**src/rtl/poly_pkg.sv**
```systemverilog
// poly_pkg: shared definitions for the polynomial-engine command scheduler.
// Holds opcodes, scheduler status codes, the FSM state encoding and the
// command-word field layout, plus a helper that splits a raw command word.
package poly_pkg;

  // Opcodes, command word bits [31:29]
  localparam logic [2:0] OP_SETUP = 3'b001;
  localparam logic [2:0] OP_EVP   = 3'b010;
  localparam logic [2:0] OP_EVB   = 3'b011;
  localparam logic [2:0] OP_CLEAR = 3'b100;

  // Status codes generated by the scheduler itself
  localparam logic [31:0] ST_OK           = 32'd0;
  localparam logic [31:0] ST_INVALID_SLOT = 32'd1;
  localparam logic [31:0] ST_BAD_COUNT    = 32'd2;
  localparam logic [31:0] ST_BAD_OPCODE   = 32'd3;
  localparam logic [31:0] ST_TIMEOUT      = 32'd4;

  typedef enum logic [2:0] {
    S_IDLE   = 3'd0,
    S_DECODE = 3'd1,
    S_LAUNCH = 3'd2,
    S_WAIT   = 3'd3,
    S_RESP   = 3'd4
  } state_e;

  // Command-word field positions (LSB of each field)
  localparam int CMD_OP_LSB   = 29;
  localparam int CMD_SLOT_LSB = 26;
  localparam int CMD_ARG_LSB  = 21;

  // arg is N for SETUP, b for EVP/EVB
  typedef struct packed {
    logic [2:0] op;
    logic [2:0] slot;
    logic [4:0] arg;
  } cmd_t;

  function automatic cmd_t cmd_unpack(input logic [31:0] w);
    cmd_t c;
    c.op   = w[CMD_OP_LSB   +: 3];
    c.slot = w[CMD_SLOT_LSB +: 3];
    c.arg  = w[CMD_ARG_LSB  +: 5];
    return c;
  endfunction

endpackage

```
**src/rtl/poly_slot_table.sv**
```systemverilog
// poly_slot_table: 8-entry degree table {valid, N[4:0]} used by the scheduler.
// Ports: clk_i/rst_ni; write port wr_en_i/wr_slot_i/wr_n_i; clr_i clears all
// valid bits; combinational read rd_slot_i -> rd_valid_o/rd_n_o. Writes land on the edge.
module poly_slot_table (
  input  logic       clk_i,
  input  logic       rst_ni,
  input  logic       wr_en_i,
  input  logic [2:0] wr_slot_i,
  input  logic [4:0] wr_n_i,
  input  logic       clr_i,
  input  logic [2:0] rd_slot_i,
  output logic       rd_valid_o,
  output logic [4:0] rd_n_o
);

  logic [7:0]      valid_q;
  logic [7:0][4:0] n_q;

  always_ff @(posedge clk_i or negedge rst_ni) begin
    if (!rst_ni) begin
      valid_q <= '0;
      n_q     <= '0;
    end else begin
      if (clr_i) begin
        valid_q <= '0;
      end else if (wr_en_i) begin
        valid_q[wr_slot_i] <= 1'b1;
      end
      if (wr_en_i) begin
        n_q[wr_slot_i] <= wr_n_i;
      end
    end
  end

  assign rd_valid_o = valid_q[rd_slot_i];
  assign rd_n_o     = n_q[rd_slot_i];

endmodule

```
**src/rtl/poly_cmd_sched.sv**
```systemverilog
// poly_cmd_sched: one-at-a-time command scheduler for the polynomial engine.
// Ports: cmd_* command in (valid/ready), eng_* engine launch/abort/done, rsp_* response out.
// Latency: SETUP/CLEAR/errors respond 2 cycles after accept; engine runs respond 1 cycle
// after done or watchdog expiry. cmd_ready only in IDLE; responses held until rsp_ready.
module poly_cmd_sched
  import poly_pkg::*;
#(
  parameter int TIMEOUT_CYCLES = 1023
) (
  input  logic        clk,
  input  logic        rst,
  input  logic        cmd_valid,
  output logic        cmd_ready,
  input  logic [31:0] cmd_data,
  output logic        eng_start,
  output logic        eng_abort,
  output logic [2:0]  eng_A,
  output logic [4:0]  eng_b,
  output logic [4:0]  eng_N,
  input  logic        eng_done,
  input  logic [31:0] eng_result,
  input  logic [31:0] eng_status,
  output logic        rsp_valid,
  input  logic        rsp_ready,
  output logic [31:0] rsp_result,
  output logic [31:0] rsp_status
);

  // Last WAIT cycle before expiry: the watchdog has counted TIMEOUT_CYCLES
  // WAIT cycles once it would step past this value.
  localparam logic [15:0] WDOG_LAST = 16'(TIMEOUT_CYCLES - 1);

  state_e      state_q, state_d;
  cmd_t        cmd_q, cmd_d;
  logic [15:0] wdog_q, wdog_d;
  logic        cmd_ready_q, cmd_ready_d;
  logic        eng_start_q, eng_start_d;
  logic        eng_abort_q, eng_abort_d;
  logic [2:0]  eng_a_q, eng_a_d;
  logic [4:0]  eng_b_q, eng_b_d;
  logic [4:0]  eng_n_q, eng_n_d;
  logic        rsp_valid_q, rsp_valid_d;
  logic [31:0] rsp_result_q, rsp_result_d;
  logic [31:0] rsp_status_q, rsp_status_d;

  logic        tbl_wr, tbl_clr, tbl_vld;
  logic [4:0]  tbl_n;

  // Reserved command bits are deliberately ignored.
  logic unused_rsvd;
  assign unused_rsvd = ^cmd_data[CMD_ARG_LSB-1:0];

  poly_slot_table u_table (
    .clk_i      (clk),
    .rst_ni     (rst),
    .wr_en_i    (tbl_wr),
    .wr_slot_i  (cmd_q.slot),
    .wr_n_i     (cmd_q.arg),
    .clr_i      (tbl_clr),
    .rd_slot_i  (cmd_q.slot),
    .rd_valid_o (tbl_vld),
    .rd_n_o     (tbl_n)
  );

  always_comb begin
    state_d      = state_q;
    cmd_d        = cmd_q;
    wdog_d       = wdog_q;
    eng_start_d  = 1'b0;
    eng_abort_d  = 1'b0;
    eng_a_d      = eng_a_q;
    eng_b_d      = eng_b_q;
    eng_n_d      = eng_n_q;
    rsp_valid_d  = rsp_valid_q;
    rsp_result_d = rsp_result_q;
    rsp_status_d = rsp_status_q;
    tbl_wr       = 1'b0;
    tbl_clr      = 1'b0;

    case (state_q)
      S_IDLE: begin
        if (cmd_valid && cmd_ready_q) begin
          cmd_d   = cmd_unpack(cmd_data);
          state_d = S_DECODE;
        end
      end

      S_DECODE: begin
        // Default outcome is an immediate response; only a legal eval launches.
        state_d      = S_RESP;
        rsp_valid_d  = 1'b1;
        rsp_result_d = '0;
        rsp_status_d = ST_OK;
        case (cmd_q.op)
          OP_SETUP: tbl_wr  = 1'b1;
          OP_CLEAR: tbl_clr = 1'b1;
          OP_EVP, OP_EVB: begin
            if (!tbl_vld) begin
              rsp_status_d = ST_INVALID_SLOT;
            end else if (cmd_q.op == OP_EVB && cmd_q.arg == 5'd0) begin
              rsp_status_d = ST_BAD_COUNT;
            end else begin
              state_d     = S_LAUNCH;
              rsp_valid_d = 1'b0;
              eng_start_d = 1'b1;
              eng_a_d     = cmd_q.slot;
              eng_b_d     = (cmd_q.op == OP_EVP) ? 5'd1 : cmd_q.arg;
              eng_n_d     = tbl_n;
            end
          end
          default: rsp_status_d = ST_BAD_OPCODE;
        endcase
      end

      S_LAUNCH: begin
        wdog_d  = '0;
        state_d = S_WAIT;
      end

      S_WAIT: begin
        // A done landing on the expiry cycle takes precedence over the abort.
        if (eng_done) begin
          state_d      = S_RESP;
          rsp_valid_d  = 1'b1;
          rsp_result_d = eng_result;
          rsp_status_d = eng_status;
        end else if (wdog_q == WDOG_LAST) begin
          state_d      = S_RESP;
          eng_abort_d  = 1'b1;
          rsp_valid_d  = 1'b1;
          rsp_result_d = '0;
          rsp_status_d = ST_TIMEOUT;
        end else begin
          wdog_d = wdog_q + 16'd1;
        end
      end

      S_RESP: begin
        if (rsp_ready) begin
          rsp_valid_d = 1'b0;
          state_d     = S_IDLE;
        end
      end

      default: state_d = S_IDLE;
    endcase

    cmd_ready_d = (state_d == S_IDLE);
  end

  always_ff @(posedge clk or negedge rst) begin
    if (!rst) begin
      state_q      <= S_IDLE;
      cmd_q        <= '0;
      wdog_q       <= '0;
      cmd_ready_q  <= 1'b0;
      eng_start_q  <= 1'b0;
      eng_abort_q  <= 1'b0;
      eng_a_q      <= '0;
      eng_b_q      <= '0;
      eng_n_q      <= '0;
      rsp_valid_q  <= 1'b0;
      rsp_result_q <= '0;
      rsp_status_q <= '0;
    end else begin
      state_q      <= state_d;
      cmd_q        <= cmd_d;
      wdog_q       <= wdog_d;
      cmd_ready_q  <= cmd_ready_d;
      eng_start_q  <= eng_start_d;
      eng_abort_q  <= eng_abort_d;
      eng_a_q      <= eng_a_d;
      eng_b_q      <= eng_b_d;
      eng_n_q      <= eng_n_d;
      rsp_valid_q  <= rsp_valid_d;
      rsp_result_q <= rsp_result_d;
      rsp_status_q <= rsp_status_d;
    end
  end

  assign cmd_ready  = cmd_ready_q;
  assign eng_start  = eng_start_q;
  assign eng_abort  = eng_abort_q;
  assign eng_A      = eng_a_q;
  assign eng_b      = eng_b_q;
  assign eng_N      = eng_n_q;
  assign rsp_valid  = rsp_valid_q;
  assign rsp_result = rsp_result_q;
  assign rsp_status = rsp_status_q;

endmodule

```
**config.mk**
```make
export PLATFORM = sky130hd
export DESIGN_NAME = poly_cmd_sched
export DESIGN_NICKNAME = d
export VERILOG_FILES = /design/src/rtl/poly_pkg.sv /design/src/rtl/poly_slot_table.sv /design/src/rtl/poly_cmd_sched.sv
export SDC_FILE = /design/constraint.sdc
export NUM_CORES = 1
export LEC_CHECK = 0
export CORE_AREA = 2 2 177 92
export CTS_BUF_LIST = sky130_fd_sc_hd__clkbuf_16
export CTS_CLUSTER_DIAMETER = 60
export DETAILED_ROUTE_END_ITERATION = 16
export DIE_AREA = 0 0 179 94
export MAX_ROUTING_LAYER = met4
export PLACE_DENSITY_LB_ADDON = 0.12
export SLEW_MARGIN = 20
export SYNTH_ARGS = -nofsm -noshare
export SYNTH_HDL_FRONTEND = slang
export SYNTH_HIERARCHICAL = 1
export SYNTH_SLANG_ARGS = --single-unit
```
**constraint.sdc**
```tcl
create_clock -name clk -period 6.05 [get_ports clk]
set_input_delay 1.21 -clock clk [delete_from_list [all_inputs] [get_ports clk]]
set_output_delay 1.21 -clock clk [all_outputs]
set_load 0.02 [all_outputs]
```
==> flow_metrics.env <==
export IMPL_fmax_mhz=305.8
export IMPL_synth_seq_cells=159
export IMPL_die_x_um=179
export IMPL_synth_top_area_share_pct=58.80
export IMPL_synth_avg_cell_area_um2=13.95
export IMPL_wirelength_um=16260
export IMPL_drt_pre_antenna_iters=4
export IMPL_worstMarginPinSlew_ns=1.004
export IMPL_setup_tns_ns=0
export IMPL_yosysTopAreaCell="dfrtp_1"
export IMPL_critPathLaunch="cmd_q[5]"
export IMPL_cellLeakagePower_uw=0.004087
export IMPL_regArea_um2=3979
export IMPL_hpwl_um=10710
export IMPL_io_pins=182
export IMPL_globalplace_congestion=0.7746
export IMPL_route_detailed_drc=0
export IMPL_cts_htree_levels=4
export IMPL_status="finished, final reports clean"
export IMPL_layout_drive_gt1_share_pct=18.43
export IMPL_initial_core_util_pct=44.59
export IMPL_skew_ns=0.01151
export IMPL_multi_input_area_um2=2604
export IMPL_end_kind="flip-flop"
export IMPL_hold_viol_final=0
export IMPL_netlist_area_um2=6766
export IMPL_ys_flop_type="dfrtp_1"
export IMPL_powerDensity_nw_per_um2=383.6
export IMPL_num_rows=32
export IMPL_drt_iter0_drc=211
export IMPL_clk_pin_slew_ns=0.06
export IMPL_die_area_um2=16830
export IMPL_wl_per_cell_um=19.02
export IMPL_slew_headroom_pct=32.11
export IMPL_yosysSeqAreaShare_pct=58.80
export IMPL_cp_arrival_ns=3.57
export IMPL_grt_overflow=0
export IMPL_worst_setup_path_type="flip-flop to flip-flop"
export IMPL_grt_pass1_wl_um=25420
export IMPL_hold_ws_ns=0.4916
export IMPL_drv_cap=0
export IMPL_grtUsageTotal_pct=20.52
export IMPL_viasPerCell=5.394
export IMPL_min_delay_start="eng_b[1]"
export IMPL_synth_commonest_cells="dfrtp_1, mux2_2, a22o_1"
export IMPL_final_nets=741
export IMPL_synth_most_common_cell="dfrtp_1"
export IMPL_num_vias=4612
export IMPL_clock_sinks=159
export IMPL_grt_max_degree=100
export IMPL_async_flop_share_pct=100.0
export IMPL_path_max_fanout=22
export IMPL_power_uw=3488
export IMPL_ctsResizeCount=0
export IMPL_worstSetupStartpointType="flip-flop"
export IMPL_finalWorstPathRequiredPeriod_ns=3.270
export IMPL_peakVddDrop_mv=0.2058
export IMPL_grt_pass1_vias=4657
export IMPL_drv_slew=0
export IMPL_fillers=1241
export IMPL_num_antenna_cells=0
export IMPL_syn2layout_area_growth_pct=34.39
export IMPL_hp_class="flip-flop to flip-flop"
export IMPL_yosysWarnings=6
export IMPL_ctsHoldBuffers=0
export IMPL_tritoncts="built"
export IMPL_clock_latency_ns=0.42
export IMPL_ctsRootBufferMaster="clkbuf_16"
export IMPL_synth_area_leaders="dfrtp_1, mux2_2, a22o_1"
export IMPL_syn_nets=588
export IMPL_clk_path_buf_depth=2
export IMPL_rsz0062_at_grt="false"
export IMPL_antenna_found_initial=0
export IMPL_coreArea_um2=15170
export IMPL_drtAntennaViolNets=0
export IMPL_synth_edf_count=0
export IMPL_ys_types=53
export IMPL_cp_required_ns=6.35
export IMPL_r2r_start="cmd_q[5]"
export IMPL_min_period_over_period_pct=54.05
export IMPL_synthesis_instances=485
export IMPL_die_h_um=94
export IMPL_finalSetupViolCount=0
export IMPL_postCtsSetupRepairBufs=0
export IMPL_port_buffers=160
export IMPL_numCtsBuffers=17
## sequential cells by signal (all words and copies together), names as in the netlist
name             flops
cmd_q               11
eng_abort            1
eng_start            1
eng_b                5
cmd_ready            1
rsp_status          32
wdog_q              16
state_q              3
rsp_result          32
eng_N                5
u_table/n_q         40
u_table/valid_q      8
rsp_valid            1
eng_A                3
## final timing paths
path	slack, ns	cells after the start	end
max	2.78	5	eng_A[2]
max reg2reg	2.78	5	eng_A[2]
min in group asynchronous	0.88	1	u_table/n_q[38]
min reg2reg	0.49	2	eng_b[1]
max in group asynchronous	3.84	2	rsp_status[24]
min	0.49	2	eng_b[1]
## metrics by stage
stage          utilization, %  setup WS, ns  cells  cell area [um^2]
3_5_place_dp            56.05         2.403    823              8506
4_1_cts                 59.91         2.717    855              9091
5_1_grt                 59.93         2.625    855              9094
3_3_place_gp            56.05         2.407    823              8506
2_1_floorplan               -         3.235    485              6766
6_report                59.93         2.780    855              9094
## layer usage
| metal | share of wire (%) | wire length, um | track usage, % | vias up |
|---|---|---|---|---|
| li1 | - | - | - | 2150 |
| met2 | 50 | 8065 | 33.40 | 109 |
| met3 | 5.4 | 878 | 4.733 | 11 |
| met4 | 1.0 | 170 | 6.369 | 0 |
| met5 | 0 | 0 | - | - |
| met1 | 44 | 7150 | 25.77 | 2342 |
## worst max-delay path, stage by stage, from the launching register on
cell and delay (ns):
dfrtp_1 0.99, mux4_1 0.65, mux2_2 0.31, nand3b_1 0.14
a2111o_1 0.65, mux2_2 0.41
## placed cells by master, fill, tap and decap left out, drive strengths merged, types with 6 or more instances in the layout
| cell type | Yosys | routed |
|---|---|---|
| a21oi | 17 | 17 |
| a22o | 61 | 61 |
| clkbuf | 13 | 17 |
| clkdlybuf4s50 | 0 | 159 |
| dfrtp | 159 | 159 |
| inv | 10 | 17 |
| mux2 | 68 | 68 |
| mux4 | 12 | 12 |
| nand2 | 24 | 24 |
| nand3 | 9 | 9 |
| nor2 | 7 | 7 |
| o21ai | 11 | 11 |
| or4 | 6 | 6 |
## logic make-up (layout without fill, tap and decap cells)
group / after synthesis / in the layout / synth area share, %
DFF: 159 / 159 / 58.80
AOI/OAI and AO/OA: 109 / 109 / 12.52
and+or+nand+nor: 90 / 90 / 8.303
muxes: 84 / 84 / 16.73
buffers and inverters: 40 / 206 / 3.144
adders and majority gates: 2 / 2 / 0.3698
xor gates and xnor gates: 1 / 1 / 0.1295
## cell type report
type | count | share of cell area, %
flip-flops and latches | 159 | 43.75
multi-input cells | 286 | 28.63
repair buffers | 164 | 17.96
clock buffers | 17 | 4.678
well taps | 204 | 2.807
clock inverters | 15 | 1.761
inverters | 10 | 0.4128
## where the power goes
group          switching (uW)  internal (uW)  leakage (uW)
Combinational             342            500       0.00165
Clock                     458            615      0.000286
Sequential                264           1310       0.00215
(Power assumes the default switching activity.)
